===== src/rtl/read_burst_pkg.sv =====
// Shared types and helpers for the read burst planner.
// FSM states plus beat/byte derivation used at elaboration time.
package read_burst_pkg;

  typedef enum logic [2:0] {
    S_IDLE,
    S_CALC0,
    S_CALC1,
    S_ISSUE,
    S_NEXT,
    S_DRAIN,
    S_DONE
  } state_t;

  function automatic int clog2(input int v);
    int r;
    r = 0;
    for (int i = 0; i < 31; i++)
      if ((1 << i) < v) r = i + 1;
    return r;
  endfunction

  function automatic int bytes_per_beat(input int axi_dsize);
    return axi_dsize / 8;
  endfunction

  function automatic int beat_shift(input int axi_dsize);
    return clog2(axi_dsize);
  endfunction

endpackage


===== src/rtl/burst_len_clip.sv =====
// Burst length clip: min(remaining, MAX_BURST[, 4 KB page room]).
// Page-room limit only exists when RD_BURST_4K_SPLIT_EN is defined.
module burst_len_clip
  import read_burst_pkg::*;
#(
  parameter int MAX_BURST = 200,
`ifdef RD_BURST_4K_SPLIT_EN
  parameter int AXI_DSIZE = 256,
`endif
  parameter int LSIZE     = 9
) (
  input  logic [31:0]      remaining,
`ifdef RD_BURST_4K_SPLIT_EN
  input  logic [11:0]      page_off,
`endif
  output logic [LSIZE-1:0] len,
  output logic             tail
);

  localparam logic [31:0] MAXB = 32'(MAX_BURST);

  logic [31:0] lim;
  logic [31:0] eff;

`ifdef RD_BURST_4K_SPLIT_EN
  localparam int BSH = clog2(bytes_per_beat(AXI_DSIZE));

  logic [12:0] room;
  logic [31:0] page;

  assign room = 13'h1000 - {1'b0, page_off};
  assign page = 32'(room >> BSH);

  // an unaligned offset could leave less than one beat; never emit len 0
  always_comb begin
    lim = MAXB;
    if (page == 32'd0)
      lim = 32'd1;
    else if (page < MAXB)
      lim = page;
  end
`else
  assign lim = MAXB;
`endif

  assign eff  = (remaining < lim) ? remaining : lim;
  assign len  = eff[LSIZE-1:0];
  assign tail = eff < MAXB;

endmodule


===== src/rtl/read_burst_planner.sv =====
// Frame/line read-burst planner with outstanding-burst throttle.
// Optional 4 KB boundary split: define RD_BURST_4K_SPLIT_EN.
module read_burst_planner
  import read_burst_pkg::*;
#(
  parameter int MAX_BURST       = 200,
  parameter int AXI_DSIZE       = 256,
  parameter int DSIZE           = 24,
  parameter int LSIZE           = 9,
  parameter int ASIZE           = 32,
  parameter int MAX_OUTSTANDING = 4
) (
  input  logic             clock,
  input  logic             rst_n,
  input  logic             fsync,
  input  logic             mode_line,
  input  logic [15:0]      vactive,
  input  logic [15:0]      hactive,
  input  logic [ASIZE-1:0] base_addr,
  input  logic [ASIZE-1:0] line_stride,
  output logic             cmd_valid,
  input  logic             cmd_ready,
  output logic [ASIZE-1:0] cmd_addr,
  output logic [LSIZE-1:0] cmd_len,
  output logic             cmd_tail,
  output logic             cmd_last,
  input  logic             burst_done,
  output logic             busy,
  output logic             frame_done
);

  localparam int BSHIFT = beat_shift(AXI_DSIZE);
  localparam int ASHIFT = clog2(bytes_per_beat(AXI_DSIZE));
  localparam int OW     = clog2(MAX_OUTSTANDING + 1);
  localparam logic [OW-1:0] OMAX = OW'(MAX_OUTSTANDING);

  state_t state, nxt_state;

  logic             mode_q;
  logic [15:0]      vact_q, hact_q;
  logic [ASIZE-1:0] base_q, stride_q;
  logic [31:0]      prod_q, beats_q;
  logic [31:0]      remaining, nxt_remaining;
  logic [15:0]      lines_left, nxt_lines;
  logic [ASIZE-1:0] line_addr;
  logic [ASIZE-1:0] addr, nxt_addr;
  logic [OW-1:0]    outstanding, nxt_out;

  logic             hs, done_ok;
  logic [31:0]      pix, beats_calc;
  logic [15:0]      lines_calc;
  logic [ASIZE-1:0] step_bytes;
  logic [LSIZE-1:0] clip_len;
  logic             clip_tail;
  logic             o_issue, o_valid, o_last;

  assign hs      = cmd_valid & cmd_ready;
  assign done_ok = burst_done & (outstanding != '0);

  assign pix = mode_q ? 32'(hact_q)
                      : 32'(vact_q) * 32'(hact_q);

  // ceil division: shift out the beat bits, round up on any remainder
  assign beats_calc = (prod_q >> BSHIFT)
                    + {31'b0, |prod_q[BSHIFT-1:0]};

  assign lines_calc = mode_q ? vact_q : 16'd1;
  assign step_bytes = ASIZE'(cmd_len) << ASHIFT;

  always_ff @(posedge clock or negedge rst_n) begin
    if (!rst_n) begin
      state       <= S_IDLE;
      mode_q      <= 1'b0;
      vact_q      <= '0;
      hact_q      <= '0;
      base_q      <= '0;
      stride_q    <= '0;
      prod_q      <= '0;
      beats_q     <= '0;
      remaining   <= '0;
      lines_left  <= '0;
      line_addr   <= '0;
      addr        <= '0;
      outstanding <= '0;
    end else begin
      state       <= nxt_state;
      remaining   <= nxt_remaining;
      lines_left  <= nxt_lines;
      addr        <= nxt_addr;
      outstanding <= nxt_out;
      if (fsync) begin
        mode_q   <= mode_line;
        vact_q   <= vactive;
        hact_q   <= hactive;
        base_q   <= base_addr;
        stride_q <= line_stride;
      end
      if (state == S_CALC0)
        prod_q <= pix * 32'(DSIZE);
      if (state == S_CALC1) begin
        beats_q   <= beats_calc;
        line_addr <= base_q;
      end
      if (state == S_NEXT)
        line_addr <= line_addr + stride_q;
    end
  end

  always_comb begin
    nxt_state     = state;
    nxt_remaining = remaining;
    nxt_lines     = lines_left;
    nxt_addr      = addr;
    unique case (state)
      S_IDLE:  if (fsync) nxt_state = S_CALC0;
      S_CALC0: nxt_state = S_CALC1;
      S_CALC1: begin
        nxt_remaining = beats_calc;
        nxt_lines     = lines_calc;
        nxt_addr      = base_q;
        if (beats_calc == 32'd0 || lines_calc == 16'd0)
          nxt_state = S_DONE;
        else
          nxt_state = S_ISSUE;
      end
      S_ISSUE: if (hs) begin
        nxt_remaining = remaining - 32'(cmd_len);
        nxt_addr      = addr + step_bytes;
        if (nxt_remaining == 32'd0)
          nxt_state = (lines_left > 16'd1) ? S_NEXT : S_DRAIN;
      end
      S_NEXT: begin
        nxt_addr      = line_addr + stride_q;
        nxt_remaining = beats_q;
        nxt_lines     = lines_left - 16'd1;
        nxt_state     = S_ISSUE;
      end
      S_DRAIN: if (outstanding == '0) nxt_state = S_DONE;
      S_DONE:  nxt_state = S_IDLE;
      default: nxt_state = S_IDLE;
    endcase
    // a new frame start abandons whatever is in flight here
    if (fsync) nxt_state = S_CALC0;
  end

  always_comb begin
    nxt_out = outstanding;
    unique case ({hs, done_ok})
      2'b10:   nxt_out = outstanding + OW'(1);
      2'b01:   nxt_out = outstanding - OW'(1);
      default: nxt_out = outstanding;
    endcase
  end

  burst_len_clip #(
    .MAX_BURST (MAX_BURST),
`ifdef RD_BURST_4K_SPLIT_EN
    .AXI_DSIZE (AXI_DSIZE),
`endif
    .LSIZE     (LSIZE)
  ) u_clip (
    .remaining (nxt_remaining),
`ifdef RD_BURST_4K_SPLIT_EN
    .page_off  (nxt_addr[11:0]),
`endif
    .len       (clip_len),
    .tail      (clip_tail)
  );

  always_comb begin
    o_issue = (nxt_state == S_ISSUE);
    o_valid = o_issue && (nxt_out != OMAX);
    o_last  = o_issue && (nxt_lines == 16'd1)
           && (32'(clip_len) == nxt_remaining);
  end

  // outputs register the command for the state being entered
  always_ff @(posedge clock or negedge rst_n) begin
    if (!rst_n) begin
      cmd_valid  <= 1'b0;
      cmd_addr   <= '0;
      cmd_len    <= '0;
      cmd_tail   <= 1'b0;
      cmd_last   <= 1'b0;
      busy       <= 1'b0;
      frame_done <= 1'b0;
    end else begin
      cmd_valid  <= o_valid;
      cmd_addr   <= nxt_addr;
      cmd_len    <= clip_len;
      cmd_tail   <= o_issue & clip_tail;
      cmd_last   <= o_last;
      busy       <= (nxt_state != S_IDLE);
      frame_done <= (nxt_state == S_DONE);
    end
  end

endmodule


===== config.mk =====
export PLATFORM = sky130hd
export DESIGN_NAME = read_burst_planner
export DESIGN_NICKNAME = d
export VERILOG_FILES = /design/src/rtl/read_burst_pkg.sv /design/src/rtl/burst_len_clip.sv /design/src/rtl/read_burst_planner.sv
export SDC_FILE = /design/constraint.sdc
export NUM_CORES = 1
export LEC_CHECK = 0
export ABC_AREA = 1
export CORE_UTILIZATION = 26
export CTS_CLUSTER_SIZE = 10
export DETAILED_ROUTE_END_ITERATION = 8
export SYNTH_ARGS = -nofsm -noshare
export SYNTH_HDL_FRONTEND = slang
export SYNTH_SLANG_ARGS = --single-unit

===== constraint.sdc =====
create_clock -name clock -period 12 [get_ports clock]
set_input_delay 3.6 -clock clock [delete_from_list [all_inputs] [get_ports clock]]
set_output_delay 3.6 -clock clock [all_outputs]
set_load 0.05 [all_outputs]

# ---- Yosys cells after proc, flatten, opt, wreduce, memory -nomap -nowiden
# Index checks and enable logic that the tools add are counted.
dict set report word_totals {
  ff_bits 290
  latchBits 0
  mem_bits_rw 0
  romBits 0
  inputBits 102
  output_inout_bits 46
  word_cells 80
  memories 0
}
dict set report op_classes {
  add_sub_neg 7
  mul 2
  div_mod_pow 0
  magnitude_cmp 3
  eq_ne 13
  n_shift 0
  n_mux 18
  n_bitwise 3
  n_reduce_logical 15
}
# cell n
set ops {}
lappend ops {{2-to-1 mux 32 bit} 6}
lappend ops {{one-hot mux 32 bit (3 select lines)} 2}
lappend ops {{logical NOT 32 bit} 2}
lappend ops {{less-than comparator 32 x 8 -> 1 bit (second input constant)} 2}
lappend ops {{adder 32 x 14 -> 32 bit} 1}
lappend ops {{adder 32 bit} 1}
lappend ops {{equality test 9 x 32 -> 1 bit} 1}
lappend ops {{multiplier 16 x 16 -> 32 bit} 1}
lappend ops {{multiplier 32 x 2 -> 29 bit (second input constant)} 1}
lappend ops {{one-hot mux 16 bit (2 select lines)} 1}
lappend ops {{subtractor 32 x 9 -> 32 bit} 1}
lappend ops {{adder 24 x 1 -> 25 bit} 1}
lappend ops {{one-hot mux 3 bit (6 select lines)} 1}
lappend ops {{equality test 16 x 1 -> 1 bit (second input constant)} 1}
lappend ops {{greater-than comparator 16 x 1 -> 1 bit (second input constant)} 1}
lappend ops {{logical NOT 16 bit} 1}
lappend ops {{2-to-1 mux 16 bit} 1}
lappend ops {{subtractor 16 x 1 -> 16 bit (second input constant)} 1}
lappend ops {{2-to-1 mux 3 bit} 5}
lappend ops {{equality test 3 x 2 -> 1 bit (second input constant)} 3}
lappend ops {{equality test 3 bit (second input constant)} 3}
lappend ops {{nonzero test 3 bit} 3}
lappend ops {{logical NOT 3 bit} 2}
lappend ops {{one-hot mux 3 bit (2 select lines)} 1}
lappend ops {{other kinds (14)} 18}

# ---- Logic depth before layout (Yosys ltp)
# Gate-level depths: netlist of the first run.
dict set report depth {
  depth_word 10
  mapped_depth 43
  ltp_nobuf 41
}

# ---- Cells and area by module
# Synthesis of the first run repeated with hierarchy kept, for this count alone.
dict set report unflattened {
  hier_cells 3663
  area_unflattened_um2 26545.5
}
# module instances cells_each area_each_um2 seq_area_each_um2
set modules_own_cells {}
lappend modules_own_cells {read_burst_planner 1 3617 26346.5 7081.8}
lappend modules_own_cells {burst_len_clip 1 46 198.9 0.0}

# ---- Least setup slack after synthesis of the first run
# OpenSTA, ideal clock, no wires.
dict set report synth_path {
  path_type {reg-to-reg}
  startpoint {register vact_q[8]}
  endpoint {register prod_q[30]}
  arrival_ns 7.017
  required_time_ns 11.882
  path_slack_ns 4.865
  stages_incl_launch_ff 37
  cell_sequence {dfrtp_1 -> clkbuf_1 -> clkbuf_1 -> nand2_1 -> fa_1 -> fa_1 -> fa_1 -> fa_1 -> inv_1 -> fa_1 -> inv_1 -> fa_1 -> inv_1 -> ha_1 -> a21oi_1 -> nor2_1 -> nor2_1 -> nand2_1 -> a31oi_1 -> o21ai_0 -> a21oi_1 -> xor2_1 -> nor2_1 -> ha_1 -> nand2_1 -> nor4_1 -> nand3_1 -> nand3_1 -> nand3_1 -> nand2_1 -> nand3_1 -> nand2_1 -> nand2_1 -> nand2_1 -> nand2_1 -> nand3_1 -> nand2_1}
}
dict set report synth_between {
  elab_chain_cells 3
}
# item line_no
set synth_rtl {}
lappend synth_rtl {{from (decl)} read_burst_planner.sv:40} ;# logic [15:0] vact_q, hact_q;
lappend synth_rtl {{from (signal assigned)} read_burst_planner.sv:93} ;# vact_q <= vactive;
lappend synth_rtl {{multiplier 16 x 16 -> 32 bit} read_burst_planner.sv:61} ;# : 32'(vact_q) * 32'(hact_q);
lappend synth_rtl {{2-to-1 mux 32 bit} read_burst_planner.sv:60} ;# assign pix = mode_q ? 32'(hact_q)
lappend synth_rtl {{multiplier 32 x 2 -> 29 bit} read_burst_planner.sv:99} ;# prod_q <= pix * 32'(DSIZE);
lappend synth_rtl {{to (signal assigned)} read_burst_planner.sv:99}
lappend synth_rtl {{to (decl)} read_burst_planner.sv:42} ;# logic [31:0] prod_q, beats_q;
# Every way passes these cells.
# A chain may end at the register's enable or synchronous reset.

# ---- Worst setup path in the final report of the first run
dict set report layout_path {
  startpoint {register vact_q[10]}
  endpoint {register prod_q[30]}
}
# The elaborated chain is that of the path after synthesis.

==> results.md, run 1 <==
- Status: complete, no violations
- Die height: 326.3 um
- Syn Std Cell Area: 0.02735 mm2
- Total Routing Usage GR: 16.40%
- Worst clock skew: 22.91 ps
- Final-layout fill cell count: 11,280
- Syn avg cell area: 7.067 um2
- Max Fanout on Critical Path: 19
- Maximum root-to-sink buffer count: 3
- FF+latch count, synth: 283
- Synth unique cells: 68
- Final Max Tran Viols: 0
- Commonest cells post-synth: nand2_1 (1,164), inv_1 (645), nor2_1 (307)
- DP HPWL: 67.68 mm
- DR iter-0 viols: 1,887
- Hold_buf cts: 0
- Core ar.: 0.1039 mm2
- Syn nets: 4,335
- FP Rows: 118
- Nets: 4,400
- ANT cells: 0
- CP Launch Type: flip-flop
- Pre-antenna DRT Iters: 5
- Worst path max stage delay: 1060 ps
- Min-Delay Path Class: reg2reg
- CP max-delay cell: dfrtp_1
- Max_cap viols: 0
- Rel. slew slack: 25.38%
- RSZ-0062 raised after global routing: false
- Drt drc: 0
- Vias: 24,990
- CTS Buf Count: 36
- Die X: 326.3 um
- Grt total ovfl: 0
- Fin crit share: 68.25%
- Initial antenna violation count: 1
- Final Wtd Congestion: 0.9350
- CTS tree: done
- Clock sinks: 283
- Port-buffer cells: 147
- Global-route wire length before repair: 139.7 mm
- Synth Warn #: 0
- Slew @ Worst Pin: 1119 ps
- Crit path time final: 8190 ps
- Cells after Synth: 3,870
- Post-synth EDFFs: 0
- Clock transition at path regs: 50 ps
- CTS root buffer: clkbuf_16
- Fin cells: 5,332
- Largest net degree at the start of global routing: 92
- Post-synthesis sequential area ratio: 25.89%
- Clock H-tree levels: 2
- Count leader, synth: nand2_1
- Number of global-route vias before repair: 25,030
- Die Area: 0.1065 mm2
- Synth Flop Type: dfrtp_1
- Crit path DAT: 8620 ps
- Kind of critical path: reg2reg
- ANT nets after route: 0
- IO Pins: 148
- Setup TNS: 0 ps
- Routed wire length: 87.10 mm
- Final setup viols: 0
- Post-CTS Resized: 0
- Most used cell along the critical path: nand2_1
- Final hold violation count: 0
- Layout cells sized above 1: 4.251%
- Post-synth top area share: 25.89%
- Placed cell count: 5,277
- Peak Freq: 0.1221 GHz
- Routed WL per cell: 16.34 um
- Clock Latency Late Sink: 560 ps
- Area Overhead vs Synth: 14.24%
- Worst setup EP type: flip-flop
- Post CTS Setup Buffer Count: 0
- FFs w/ async S/R, synth: 100.0%
- Ranking of synthesized cells by area: dfrtp_1 (26%), nand2_1 (16%), fa_1 (14%)
- Post-Route Utilization: 30.06%
- Synth area leader: dfrtp_1
- Vias per inst: 4.687
- Critical path required time: 12,430 ps
- Starting Density: 26.31%
## cells in the final DEF (no fill, tap or decap), types with 4 or more instances in the layout
master	synthesis	routed
o211ai_1	17	17
a21oi_2	5	5
nand2_2	16	16
a221oi_1	4	4
inv_1	645	645
o21ai_1	12	12
a21oi_1	206	206
a21o_1	12	12
dfrtp_1	283	283
nor4_1	7	7
nand3_2	8	8
nor3_1	25	25
ha_1	166	166
nor2_2	13	12
nand2_1	1164	1164
clkdlybuf4s50_1	0	145
buf_4	1	17
o21ai_0	203	203
and2_1	5	5
nor2_1	307	307
inv_2	20	21
clkbuf_16	0	38
o2111ai_1	5	5
xor2_1	31	31
a41oi_1	4	4
nand4_1	36	36
o21bai_1	15	15
a31oi_1	21	21
xnor2_1	34	34
nor2_4	8	9
fa_1	197	197
nand3_1	180	180
o22ai_1	5	5
clkbuf_1	105	7
or2_2	14	14
nand3b_1	14	14
clkbuf_8	0	7
## registers in the layout (all words and copies together) (netlist names)
signal,count
stride_q,32
frame_done,1
line_addr,32
cmd_len,9
hact_q,16
beats_q,25
mode_q,1
cmd_valid,1
base_q,32
cmd_tail,1
busy,1
remaining,32
outstanding,3
prod_q,29
lines_left,16
vact_q,16
cmd_addr,32
state,3
cmd_last,1
## path summary, 6_finish.rpt
check	cells after the start	start	to	slack, ps
min reg2reg	1	beats_q[13]	beats_q[13]	480
min	1	beats_q[13]	beats_q[13]	480
max in group asynchronous	2	rst_n	prod_q[24]	7540
max reg2reg	34	vact_q[10]	prod_q[30]	3810
max	34	vact_q[10]	prod_q[30]	3810
min in group asynchronous	1	rst_n	base_q[1]	3060
## stage by stage
| step | cell area, um2 | setup WS (ps) | hold WS [ps] |
|---|---|---|---|
| 2_1_floorplan | 27350 | 4865 | 436.7 |
| 3_3_place_gp | 30140 | 4050 | 454.8 |
| 3_5_place_dp | 30140 | 3963 | 466.4 |
| 4_1_cts | 31240 | 3909 | 480.8 |
| 5_1_grt | 31240 | 3363 | 488.1 |
| 6_report | 31240 | 3810 | 477.1 |
## critical path: cells and delay by family, from the launching register on
family                   cells  cell delay [ps]
adder cells (fa/ha/maj)      8             3850
AND/OR/NAND/NOR             19             2270
flip-flops                   1             1060
AO/OA/AOI/OAI                3              590
XOR/XNOR                     1              170
buffers and inverters        3              140
## kinds of logic after synthesis
kind of cell,Yosys count,synth area share [%]
flops,283,25.89
fa+ha+maj,363,22.01
compound gates,536,10.95
buf+inv,805,11.13
simple gates,1817,27.92
xor+xnor,65,2.082
other cells,1,0.01371
## layout make-up
class	instances	area [um2]	area share [%]
flip-flops and latches	283	7082	22.67
well taps	1380	1727	5.526
clock inverters	3	26.28	0.08410
inverters	669	2511	8.037
repair buffers	163	1594	5.102
clock buffers	52	1074	3.436
multi-input cells	2782	17230	55.15
## routing by layer
metal,up-vias,GRT usage [%],wire (um)
met2,724,26.87,40030
li1,12190,-,-
met1,11940,22.34,39450
met5,-,0,13
met4,2,5.486,2839
met3,137,1.980,4774
Power of run 1 is not shown: default switching activity piles up to over one toggle a cycle in this logic, so the estimate is an artifact.
==> run 2, diff against run 1 <==
==> constraint.sdc (replaced) <==
create_clock -name clock -period 8.2 [get_ports clock]
set_input_delay 2.46 -clock clock [delete_from_list [all_inputs] [get_ports clock]]
set_output_delay 2.46 -clock clock [all_outputs]
set_load 0.05 [all_outputs]
==> run 2 against run 1 <==
Routed wire length about the same. Final area up 0.79%. Die area unchanged. Flip-flop and latch count unchanged. Cell count up 0.39%. Fmax up 7.0%. Register-to-register slack worse by 3300 ps. Utilization up 0.24 points. Non-clock buffer count up 22. Clock skew up 5.7 ps. Via count up 0.17%.
==> results.md, run 2 (synthesis results as in run 1) <==
- CP max-delay cell: dfrtp_1 (unchanged)
- Commonest non-fill, non-tap cell in the layout: nand2_1 (unchanged)
- Routed wl met3: 4.412 mm (was 4.774 mm)
- Grt total ovfl: 0 (unchanged)
- CP Launch Type: flip-flop (unchanged)
- Worst path max stage delay: 560 ps (was 1060 ps)
- Post-Route Utilization: 30.30% (was 30.06%)
- Final-layout fill cell count: 11,290 (was 11,280)
- Routed wire length: 87.09 mm (was 87.10 mm)
- Crit path to: prod_q[28] (was prod_q[30])
- Clock sinks: 283 (unchanged)
- Vias: 25,040 (was 24,990)
- Crit path time final: 7652 ps (was 8190 ps)
- Core ar.: 0.1039 mm2 (unchanged)
- Reg2reg path depth: 32 (was 34)
- RR Endpoint: prod_q[28] (was prod_q[30])
- Maximum root-to-sink buffer count: 3 (unchanged)
- Worst setup EP type: flip-flop (unchanged)
- Max Fanout on Critical Path: 13 (was 19)
- Status: complete, no violations (unchanged)
- Peak Freq: 0.1307 GHz (was 0.1221 GHz)
- Area Overhead vs Synth: 15.14% (was 14.24%)
- Pre-antenna DRT Iters: 6 (was 5)
- Total Routing Usage GR: 16.44% (was 16.40%)
- ANT nets after route: 0 (unchanged)
- Final Wtd Congestion: 0.9128 (was 0.9350)
- DP HPWL: 68.28 mm (was 67.68 mm)
- Met1 wire length: 40.07 mm (was 39.45 mm)
- CTS tree: done (unchanged)
- Clock transition at path regs: 60 ps (was 50 ps)
- Routed WL per cell: 16.27 um (was 16.34 um)
- RSZ-0062 raised after global routing: false (unchanged)
- Crit path launch: vact_q[10] (unchanged)
- Setup TNS: 0 ps (unchanged)
- Layout cells sized above 1: 5.084% (was 4.251%)
- Dpl ws: 488.9 ps (was 3963 ps)
- Clock Latency Late Sink: 570 ps (was 560 ps)
- Final hold violation count: 0 (unchanged)
- Die X: 326.3 um (unchanged)
- Worst R2R Start: vact_q[10] (unchanged)
- Drt drc: 0 (unchanged)
- Routed wl met2: 39.20 mm (was 40.03 mm)
- FF-to-FF setup slack: 550 ps (was 3810 ps)
- Rel. slew slack: 32.25% (was 25.38%)
- Worst clock skew: 28.60 ps (was 22.91 ps)
- Slew @ Worst Pin: 1016 ps (was 1119 ps)
- Post-route setup slack: 547.5 ps (was 3810 ps)
- Largest net degree at the start of global routing: 165 (was 92)
- IO Pins: 148 (unchanged)
- Global-route wire length before repair: 139.9 mm (was 139.7 mm)
- Fin crit share: 93.32% (was 68.25%)
- Final setup viols: 0 (unchanged)
- Initial antenna violation count: 2 (was 1)
- DR iter-0 viols: 1,918 (was 1,887)
- Min-Delay Path Class: reg2reg (unchanged)
- FP Rows: 118 (unchanged)
- Starting Density: 26.31% (unchanged)
- ANT cells: 0 (unchanged)
- Clock H-tree levels: 2 (unchanged)
- Final Max Tran Viols: 0 (unchanged)
- Nets: 4,423 (was 4,400)
- Die height: 326.3 um (unchanged)
- Max Used Layer: met5 (unchanged)
- Kind of critical path: reg2reg (unchanged)
- Critical path required time: 8600 ps (was 12,430 ps)
- Vias per inst: 4.677 (was 4.687)
- Commonest non-fill, non-tap cells in the layout: nand2_1 (1,164), inv_1 (645), nor2_1 (307) (unchanged)
- Die Area: 0.1065 mm2 (unchanged)
- Crit path DAT: 8050 ps (was 8620 ps)
- CTS Buf Count: 37 (was 36)
- Max_cap viols: 0 (unchanged)
- Port-buffer cells: 147 (unchanged)
- Number of global-route vias before repair: 24,820 (was 25,030)
- CTS root buffer: clkbuf_16 (unchanged)
[run 2: cell types whose count changed in the layout (fill, tap and decap cells not counted), sizes merged]
cell / change
buf: +22
bufinv: +3
clkbuf: -5
clkinv: +1
[run 2: worst min path at each step]
stage	from	end	slack, ps	cells after the start
2_1_floorplan	base_q[18]	base_q[18]	440	2
3_3_place_gp	base_q[25]	base_q[25]	450	2
3_5_place_dp	prod_q[4]	prod_q[4]	460	2
4_1_cts	prod_q[4]	prod_q[4]	480	2
5_1_grt	beats_q[13]	beats_q[13]	490	1
6_report	prod_q[4]	prod_q[4]	470	2
[run 2: through the flow]
| stage | std cells | area (um2) | hold WS [ps] |
|---|---|---|---|
| after floorplan | 3870 | 27350 | 436.7 |
| after global placement | 5299 | 30320 | 454.0 |
| after detailed placement | 5299 | 30320 | 459.9 |
| after CTS | 5353 | 31470 | 475.8 |
| after global routing | 5353 | 31490 | 485.7 |
| final | 5353 | 31490 | 474.9 |
[run 2: critical path, delay by kind of cell, from the launching register on]
family	cells	cell delay, ps
adders and majority gates	8	3880
and+or+nand+nor	12	1540
buffers and inverters	7	660
DFF	1	560
AOI/OAI and AO/OA	3	500
xor gates and xnor gates	2	320
[run 2: final cells by class]
type,instances,area [um2],area share [%]
clock buffers,47,1025,3.254
inverters,669,2511,7.974
repair buffers,185,1772,5.626
multi-input cells,2782,17240,54.74
flip-flops and latches,283,7094,22.53
clock inverters,7,125.1,0.3973
well taps,1380,1727,5.483
[run 2: per-layer routing]
metal,vias to the layer above,global-route usage [%]
li1,12250,-
met1,11930,22.58
met2,690,26.48
met3,158,1.931
met4,4,6.034
met5,-,0
[run 2: timing repair]
item	CTS	global route
setup endpoints to repair	0	4
hold buffers	0	0
setup buffers	0	0
resized for setup	0	12
Power of run 2 is left out for the same reason.
